===== config.mk =====
export PLATFORM = sky130hd
export DESIGN_NAME = ksa_seq_ctrl
export DESIGN_NICKNAME = d
export VERILOG_FILES = /design/src/rtl/ksa_seq_ctrl.sv
export SDC_FILE = /design/constraint.sdc
export NUM_CORES = 1
export LEC_CHECK = 0
export ABC_AREA = 1
export CAP_MARGIN = 10
export CORE_MARGIN = 2
export CORE_UTILIZATION = 35
export DETAILED_ROUTE_END_ITERATION = 8
export PLACE_DENSITY_LB_ADDON = 0.1
export SYNTH_ARGS = -nofsm -noshare
export SYNTH_HDL_FRONTEND = slang
export SYNTH_SLANG_ARGS = --single-unit

===== constraint.sdc =====
create_clock -name clk -period 2.74 [get_ports clk]
set_clock_uncertainty 0.05 [all_clocks]
set_input_delay 0.411 -clock clk [delete_from_list [all_inputs] [get_ports clk]]
set_output_delay 0.411 -clock clk [all_outputs]
set_load 0.005 [all_outputs]

===== src/rtl/ksa_seq_ctrl.sv =====
// rtl/ksa_seq_ctrl.sv - sequential slice-wise carry-propagate adder (optional subtract via KSA_SEQ_SUB_EN)
// One N-bit slice is added per cycle, LSB first; the result is held until the consumer takes it.
module ksa_seq_ctrl #(
    parameter int N     = 4,
    parameter int WORDS = 4
) (
    input  logic                 clk,
    input  logic                 rst_n,
    input  logic                 in_valid,
    output logic                 in_ready,
    input  logic [N*WORDS-1:0]   a,
    input  logic [N*WORDS-1:0]   b,
    input  logic                 c_in,
`ifdef KSA_SEQ_SUB_EN
    input  logic                 sub,
`endif
    output logic                 out_valid,
    input  logic                 out_ready,
    output logic [N*WORDS:0]     sum,
    output logic                 busy
);

    localparam int W  = N * WORDS;
    localparam int IW = (WORDS > 1) ? $clog2(WORDS) : 1;
    localparam logic [IW-1:0] LAST_IDX = IW'(WORDS - 1);

    typedef enum logic [1:0] {IDLE, RUN, DONE} state_t;

    state_t        state, state_nxt;
    logic [W-1:0]  a_r, b_r, res_r;
    logic          carry_r;
    logic [IW-1:0] idx_r;
    logic [N:0]    slice;
    logic [W-1:0]  b_eff;
    logic          c_eff;
    logic          last_slice;

    assign last_slice = (idx_r == LAST_IDX);

`ifdef KSA_SEQ_SUB_EN
    // Two's-complement subtract: invert B and seed the carry chain with 1.
    assign b_eff = sub ? ~b : b;
    assign c_eff = sub ? 1'b1 : c_in;
`else
    assign b_eff = b;
    assign c_eff = c_in;
`endif

    always_ff @(posedge clk or negedge rst_n) begin
        if (!rst_n) state <= IDLE;
        else        state <= state_nxt;
    end

    always_comb begin
        state_nxt = state;
        case (state)
            IDLE:    if (in_valid)   state_nxt = RUN;
            RUN:     if (last_slice) state_nxt = DONE;
            DONE:    if (out_ready)  state_nxt = IDLE;
            default:                 state_nxt = IDLE;
        endcase
    end

    always_comb begin
        in_ready  = 1'b0;
        out_valid = 1'b0;
        busy      = 1'b0;
        case (state)
            IDLE:    in_ready  = 1'b1;
            RUN:     busy      = 1'b1;
            DONE: begin
                out_valid = 1'b1;
                busy      = 1'b1;
            end
            default: in_ready  = 1'b0;
        endcase
    end

    always_comb begin
        slice = {1'b0, a_r[N*int'(idx_r) +: N]} + {1'b0, b_r[N*int'(idx_r) +: N]}
              + {{N{1'b0}}, carry_r};
    end

    always_ff @(posedge clk or negedge rst_n) begin
        if (!rst_n) begin
            a_r     <= '0;
            b_r     <= '0;
            res_r   <= '0;
            carry_r <= 1'b0;
            idx_r   <= '0;
        end else begin
            case (state)
                IDLE: begin
                    if (in_valid) begin
                        a_r     <= a;
                        b_r     <= b_eff;
                        carry_r <= c_eff;
                        idx_r   <= '0;
                    end
                end
                RUN: begin
                    res_r[N*int'(idx_r) +: N] <= slice[N-1:0];
                    carry_r                   <= slice[N];
                    if (!last_slice) idx_r <= idx_r + 1'b1;
                end
                default: ;
            endcase
        end
    end

    assign sum = {carry_r, res_r};

endmodule


# [After elaboration in Yosys (flattened, before gate mapping)]
# Index checks and enable logic that the tools add are counted.
[classes] reduce_logical=7 shifts=4 mux=13 n_addsub=4 eq_ne=7
[op_table] operator="negator 4 -> 33 bit" count=1
[op_table] operator="variable shift 4 x 33 -> 16 bit, first input constant" count=1
[op_table] operator="indexed part select 4 x 33 -> 16 bit" count=1
[op_table] operator="indexed part select 16 x 5 -> 4 bit" count=2
[op_table] operator="bitwise mux 16 bit" count=1
[op_table] operator="two-way mux 2 bit" count=5
[op_table] operator="inequality test 2 bit, second input constant" count=4
[op_table] operator="one-hot mux 2 bit (3 select lines)" count=1
[op_table] operator="AND reduction 3 bit" count=2
[op_table] operator="adder 4 x 4 -> 5 bit" count=1
[op_table] operator="adder 5 x 1 -> 5 bit" count=1
[op_table] operator="equality test 2 bit, second input constant" count=2
[op_table] operator="two-way mux 1 bit" count=4
[op_table] operator="one-hot mux 2 bit (2 select lines)" count=1
[op_table] operator="AND reduction 2 bit" count=2
[op_table] operator="adder 2 x 1 -> 2 bit, second input constant" count=1
[op_table] operator="equality test 2 x 1 -> 1 bit, second input constant" count=1
[op_table] operator="zero test 2 bit" count=1
[op_table] operator="one-hot mux 1 bit (2 select lines)" count=1
[op_table] operator="nonzero test 2 bit" count=1
[op_table] operator="OR reduction 2 bit" count=1
[word_totals] register_bits=53 input_bits=37 out_inout_bits=20 wordCells=41

# [Depth between registers and ports, before layout]
# Gate-level depths: netlist of run 1.
[logic_depth] depth_word=5 depth_mapped=11 depth_no_buf=10

# [Worst setup path before layout of run 1]
# OpenSTA, ideal clock, no wires.
[synth_timing] path_type="flip-flop to flip-flop" start="register idx_r[1]" end="register res_r[6]" path_stages_with_launch=11 setup_ns=0.127 t_arrival_ns=2.149 required_time_ns=2.563 path_slack_ns=0.413 n_path_buf=1 period_less_slack_ns=2.327 path_cell_list="dfrtp_1 -> clkbuf_1 -> inv_1 -> o21ai_0 -> o22ai_1 -> fa_1 -> fa_1 -> xnor2_1 -> nor2_1 -> nand2_1 -> o21ai_0"
[synth_between] elab_chain_len=5 word_cells_on_any_way=8 classes_between="3 x add/sub; 4 x shift; 1 x mux"
[synth_rtl] element="start, declared" line_no="32" source="logic [IW-1:0] idx_r;"
[synth_rtl] element="start signal, assigned" line_no="104" source="if (!last_slice) idx_r <= idx_r + 1'b1;"
[synth_rtl] element="indexed part select 16 x 5 -> 4 bit" line_no="80" source="slice = {1'b0, a_r[N*int'(idx_r) +: N]} + {1'b0, b_r[N*int'(idx_r) +: N]}"
[synth_rtl] element="adder 4 x 4 -> 5 bit" line_no="80"
[synth_rtl] element="adder 5 x 1 -> 5 bit" line_no="81" source="+ {{N{1'b0}}, carry_r};"
[synth_rtl] element="indexed part select 4 x 33 -> 16 bit" line_no="102" source="res_r[N*int'(idx_r) +: N] <= slice[N-1:0];"
[synth_rtl] element="bitwise mux 16 bit *" line_no="102"
[synth_rtl] element="end signal, assigned by index" line_no="102"
[synth_rtl] element="end, declared" line_no="30" source="logic [W-1:0] a_r, b_r, res_r;"
# Every way passes the cells marked *; elsewhere a longest branch is shown, timed or not.
# A chain may end at the register's enable or synchronous reset.

# [Final worst setup path of run 1]
[layout_timing] start="register idx_r[0]" end="register res_r[6]"
# Same word-level chain as after synthesis.

==> run_results.csv, run 1 <==
group,metric,value,unit
floorplan,chipHeight,91.5,um
final_layout,stdcell_area,3460,um^2
setup_path,critical_path.slowest_cell,"fa_1",
final_layout,antenna_cells,0,
place,portBuffers,56,
synthesis,syn_avg_cell_area,11.1,um^2
final_layout,regArea,1330,um^2
setup_path,path_cells,"inv_1, o21ai_0, o22ai_1, fa_1, fa_1, xnor2_1, nor2_1, nand2_1, o21ai_0",
setup_path,criticalPathCategory,"flip-flop to flip-flop",
synthesis,ys_types,23,
power,p_int,2.41,mW
place,dp.cells,396,
sta,whs,0.0189,ns
synthesis,synth_area_leaders,"dfrtp_1 49%, mux2_4 17%, o21ai_0 5.8%",
grt,grt_pass1_vias,1939,
synthesis,async_flop_share,1.00,
synthesis,synthDominantCellAreaShare,0.495,
sta,min_period,2.43,ns
setup_path,reg2reg_depth,9,
synthesis,synth-simple-area-share,0.104,
route,routed_wl,5.71,mm
synthesis,synth-compound-area-share,0.100,
final_layout,area_growth,28.9,%
setup_path,r2r-start,"idx_r[0]",
final_layout,nets,355,
cts,root_buffer,"clkbuf_8",
outcome,status,"finished, final reports clean",
power,swShare,0.393,
setup_path,crit_arrival,2.58,ns
sta,finalWorstSetupSlack,0.315,ns
place,dpl_cell_area,3370,um^2
synthesis,synthAdderAreaFrac,0.0710,
cts,hold_buffers,0,
setup_path,cp-start-kind,"flip-flop",
floorplan,start_util,0.366,
power,pwr-share-comb,0.544,
power,finalPower,3.97,mW
synthesis,yosysSeqAreaShare,0.495,
setup_path,cp.required,2.90,ns
cts,cts_made_buffers,5,
route,wl_per_cell,14.1,um
place,routabilityCongestion,0.794,
place,dp_hpwl,4.27,mm
power,vdd_drop_max,0.000420,V
synthesis,synth_area_leader_cell,"dfrtp_1",
sta,slew-limit-headroom,0.725,
final_layout,multi_input_area,1220,um^2
route,vias,1942,
route,via_per_inst,4.81,
grt,grt_overflow,0,
power,powerDensity,1150,nW/um^2
grt,grt_max_degree,54,
sta,period_share,0.885,
sta,max_freq,412,MHz
synthesis,syn_inst,242,
grt,antenna_found_initial,0,
synthesis,synthTopCellsByCount,"53 x dfrtp_1, 35 x nand2_1, 31 x o21ai_0",
cts,cts_resized,0,
synthesis,ys_warn_count,0,
power,p_leak,1.61,nW
synthesis,synth_flop_cell,"dfrtp_1",
floorplan,die_area,8370,um^2
cts,cts_tree,"done",
synthesis,syn_area,2680,um^2
grt,grt_usage,0.144,
synthesis,synth_edf_count,0,
synthesis,syn_nets,293,
cts,cts.path.max_buffers,2,
cts,cts.sinks,53,
setup_path,rr_endpoint,"res_r[6]",
setup_path,r2r_setup_slack,0.31,ns
power,p_seq_frac,0.343,
sta,tightest_slew,0.409,ns
floorplan,io_pins,57,
synthesis,yosysMostFrequentCell,"dfrtp_1",
synthesis,synthXorXnorAreaFrac,0.00327,
grt,grt_pass1_wl,9.47,mm
setup_path,cp-end-kind,"flip-flop",
min_path,min_path_type,"input port to async pin",
cts,htreeDepth,2,
cts,cts.clk_slew.worst_paths,0.11,ns
route,drtIter0Drc,59,
place,dp_slack,0.322,ns
setup_path,slowest_delay,0.44,ns
floorplan,core_area,7330,um^2
floorplan,dieWidth,91.5,um
floorplan,rows,31,
route,drc_errors,0,
synthesis,synth_mux_area_frac,0.176,
route,drt-pass1-iter-count,4,
flow_run,maxCapViolCount,0,
setup_path,crit_family,"adder cells",
setup_path,path_max_fanout,14,
final_layout,layout.cells.non_filler,404,
sta,drv_slew,0,
sta,rsz0062_at_grt,"no",
power,pwr-share-clk,0.114,
cts,postCtsSetupBuffers,0,
synthesis,yosys_register_bits,53,
sta,finalHoldViolations,0,
final_layout,finalCoreUtilization,0.471,
power,switching_power,1.56,mW
final_layout,nFillCells,703,
cts,insertion_delay,0.32,ns
sta,tns,0,ns
final_layout,drive_gt1_frac,0.170,
sta,finalSetupViolations,0,
route,ant_nets,0,
synthesis,synth_top_family_by_area,"multiplexers",
setup_path,cp.buffers_inverters,1,
power by group through the flow:
stage | logic [mW] | registers, mW | clock network, mW
final | 2.16 | 1.36 | 0.451
after global routing | 2.42 | 1.41 | 0.497
after CTS | 2.19 | 1.37 | 0.459
after detailed placement | 2.18 | 1.39 | 0
after global placement | 2.17 | 1.39 | 0
after floorplan | 1.55 | 1.30 | 0
worst max-delay path by stage:
stage                     slack [ns]  depth (start not counted)      from        end
after floorplan                 0.41                         10  idx_r[1]   res_r[6]
after global routing            0.12                          9  idx_r[0]  res_r[14]
after global placement          0.41                          9  idx_r[0]   res_r[6]
final                           0.31                          9  idx_r[0]   res_r[6]
after CTS                       0.31                          9  idx_r[0]   res_r[6]
after detailed placement        0.32                          9  idx_r[0]   res_r[6]
cell usage in the layout, fill, tap and decap left out, types with 3 or more instances in the layout:
master,instances
inv_1,17
dfrtp_1,53
clkbuf_8,5
nand4_1,5
ha_1,12
mux2_4,30
clkdlybuf4s50_1,55
buf_4,8
o22ai_1,9
o21ai_0,31
nor2_1,20
nand2_1,35
o31ai_1,3
nand3_1,6
routing by layer:
metal,up-vias,wire length (um),track usage,part of all wire
met4,0,81,0.0455,0.014
li1,949,-,-,-
met5,-,0,0,0
met2,42,2730,0.233,0.48
met1,945,2690,0.191,0.47
met3,6,212,0.0307,0.037
kinds of logic (layout without fill, tap and decap cells):
logic type	count (synthesis)	count (layout)
simple gates	67	67
flops	53	53
compound gates	48	48
mux	32	32
buf+inv	27	90
fa+ha+maj	14	14
xor+xnor	1	1
sequential cells by signal, indices dropped and copies added (netlist names):
register	count
a_r	16
b_r	16
res_r	16
idx_r	2
state	2
carry_r	1
area by class of cell:
cell class	instances	share of cell area
Multi-Input combinational cell	162	0.353
Inverter	17	0.0185
Timing Repair Buffer	65	0.184
Clock inverter	3	0.00507
Clock buffer	5	0.0199
Tap cell	99	0.0358
Sequential cell	53	0.384
No activity file was read; power rests on OpenSTA's default activity.
==> run 2: changes to the inputs <==
--- a/config.mk
+++ b/config.mk
@@ -7,8 +7,10 @@
 export LEC_CHECK = 0
 export ABC_AREA = 1
 export CAP_MARGIN = 10
+export CELL_PAD_IN_SITES_DETAIL_PLACEMENT = 1
+export CELL_PAD_IN_SITES_GLOBAL_PLACEMENT = 2
 export CORE_MARGIN = 2
-export CORE_UTILIZATION = 35
+export CORE_UTILIZATION = 32
 export DETAILED_ROUTE_END_ITERATION = 8
 export PLACE_DENSITY_LB_ADDON = 0.1
 export SYNTH_ARGS = -nofsm -noshare
==> run_results.csv, run 2 (synthesis results as in run 1) <==
group,metric,value,unit
final_layout,nFillCells,925,
cts,cts_made_buffers,5,
grt,grt_pass1_wl,10.4,mm
grt,antenna_found_initial,0,
setup_path,cp-end-kind,"flip-flop",
route,wl_met3,244,um
setup_path,path_max_fanout,10,
setup_path,criticalPathCategory,"flip-flop to flip-flop",
setup_path,crit_arrival,2.59,ns
route,wl_per_cell,15.3,um
floorplan,dieWidth,95.5,um
floorplan,core_area,8180,um^2
cts,root_buffer,"clkbuf_8",
setup_path,cp-startpoint,"idx_r[0]",
floorplan,die_area,9120,um^2
setup_path,cp-start-kind,"flip-flop",
route,drt-met1-wl,2.99,mm
setup_path,r2r_setup_slack,0.30,ns
route,topRoutingLayerUsed,"met4",
place,routabilityCongestion,0.765,
floorplan,chipHeight,95.5,um
sta,min_period,2.44,ns
grt,grt_usage,0.150,
cts,cts.path.max_buffers,2,
route,via_per_inst,4.80,
grt,grt_pass1_vias,2017,
sta,rsz0062_at_grt,"no",
sta,period_share,0.890,
cts,insertion_delay,0.31,ns
sta,tns,0,ns
setup_path,critPathCapture,"res_r[14]",
setup_path,cp.required,2.89,ns
place,dp_slack,0.171,ns
route,drt-pass1-iter-count,4,
route,ant_nets,0,
place,dp_hpwl,4.84,mm
route,wl_met2,3.00,mm
route,drtIter0Drc,68,
min_path,min_path_type,"input port to async pin",
sta,finalHoldViolations,0,
setup_path,rr_endpoint,"res_r[14]",
route,drc_errors,0,
grt,grt_max_degree,30,
power,p_leak,1.61,nW
floorplan,io_pins,57,
route,vias,1973,
outcome,status,"finished, final reports clean",
route,routed_wl,6.29,mm
grt,grt_overflow,0,
cts,hold_buffers,0,
sta,finalSetupViolations,0,
setup_path,r2r-start,"idx_r[0]",
cts,htreeDepth,2,
place,portBuffers,56,
final_layout,nets,357,
flow_run,maxCapViolCount,0,
final_layout,final_common_cell,"clkdlybuf4s50_1",
sta,slew-limit-headroom,0.582,
floorplan,rows,33,
floorplan,start_util,0.328,
cts,cts.clk_slew.worst_paths,0.09,ns
cts,cts.sinks,53,
sta,finalWorstSetupSlack,0.301,ns
setup_path,reg2reg_depth,9,
final_layout,final_cell_mix,"55 x clkdlybuf4s50_1, 52 x dfrtp_1, 35 x nand2_1",
cts,cts_tree,"done",
final_layout,top_regs,"a_r: 16 flops, b_r: 16 flops, res_r: 16 flops",
power,vdd_drop_max,0.000361,V
power,powerDensity,1170,nW/um^2
sta,tightest_slew,0.627,ns
final_layout,area_growth,30.0,%
final_layout,drive_gt1_frac,0.176,
sta,max_freq,410,MHz
sta,drv_slew,0,
final_layout,antenna_cells,0,
[run 2: cell types whose count changed in the layout (fill, tap and decap cells not counted)]
| cell | previous run | this run |
|---|---|---|
| buf_4 | 8 | 10 |
| clkinv_2 | 2 | 0 |
| clkbuf_1 | 0 | 1 |
| clkbuf_8 | 5 | 6 |
| dfrtp_1 | 53 | 52 |
| dfrtp_2 | 0 | 1 |
| inv_1 | 17 | 16 |
[run 2: per-layer routing]
metal,track usage,up-vias
met3,0.0372,5
met4,0.0321,0
met1,0.205,985
met5,0,-
met2,0.243,39
li1,-,944
[run 2: through the flow]
stage | hold WS (ns) | instance area, um^2 | power [mW] | instances | util
after global placement | 0.411 | 3380 | 3.62 | 402 | 0.413
after global routing | 0.0935 | 3480 | 4.46 | 411 | 0.426
after floorplan | 0.0654 | 2680 | 2.85 | 242 | -
after detailed placement | 0.416 | 3380 | 3.64 | 402 | 0.413
final | 0.0606 | 3480 | 4.06 | 411 | 0.426
after CTS | 0.0789 | 3460 | 4.11 | 409 | 0.424
[run 2: area by class of cell]
type,instances,area [um^2],share of cell area
clock buffers,7,86.3,0.0248
flip-flops and latches,53,1330,0.381
multi-input cells,162,1220,0.350
inverters,17,67.6,0.0194
repair buffers,67,651,0.187
well taps,105,131,0.0377
[run 2: worst max-delay path, cell delays in order (launching register included)]
cell and delay [ns]:
dfrtp_2 0.47, clkinvlp_4 0.16, o21ai_0 0.19, o22ai_1 0.13
fa_1 0.44, fa_1 0.41, xnor2_1 0.26, nor2_1 0.07
nand2_1 0.07, o21ai_0 0.07
[run 2: how the worst min path moves through the flow]
stage,start,endpoint,cells after the start
floorplan,rst_n,a_r[0],0
global placement,rst_n,res_r[0],1
detailed placement,rst_n,res_r[0],1
CTS,rst_n,res_r[15],1
global route,rst_n,res_r[0],1
finish,rst_n,res_r[0],1
[run 2: where the power goes]
| part | internal [mW] | switching (mW) | total, mW | leakage (nW) |
|---|---|---|---|---|
| Sequential | 1.13 | 0.243 | 1.38 | 0.658 |
| Clock | 0.201 | 0.250 | 0.451 | 0.0443 |
| Combinational | 1.13 | 1.11 | 2.24 | 0.909 |
[run 2: timing repair]
action / in CTS / in global routing
setup buffers: 0 / 2
endpoints found under the setup margin: 0 / 3
resized for setup: 0 / 2
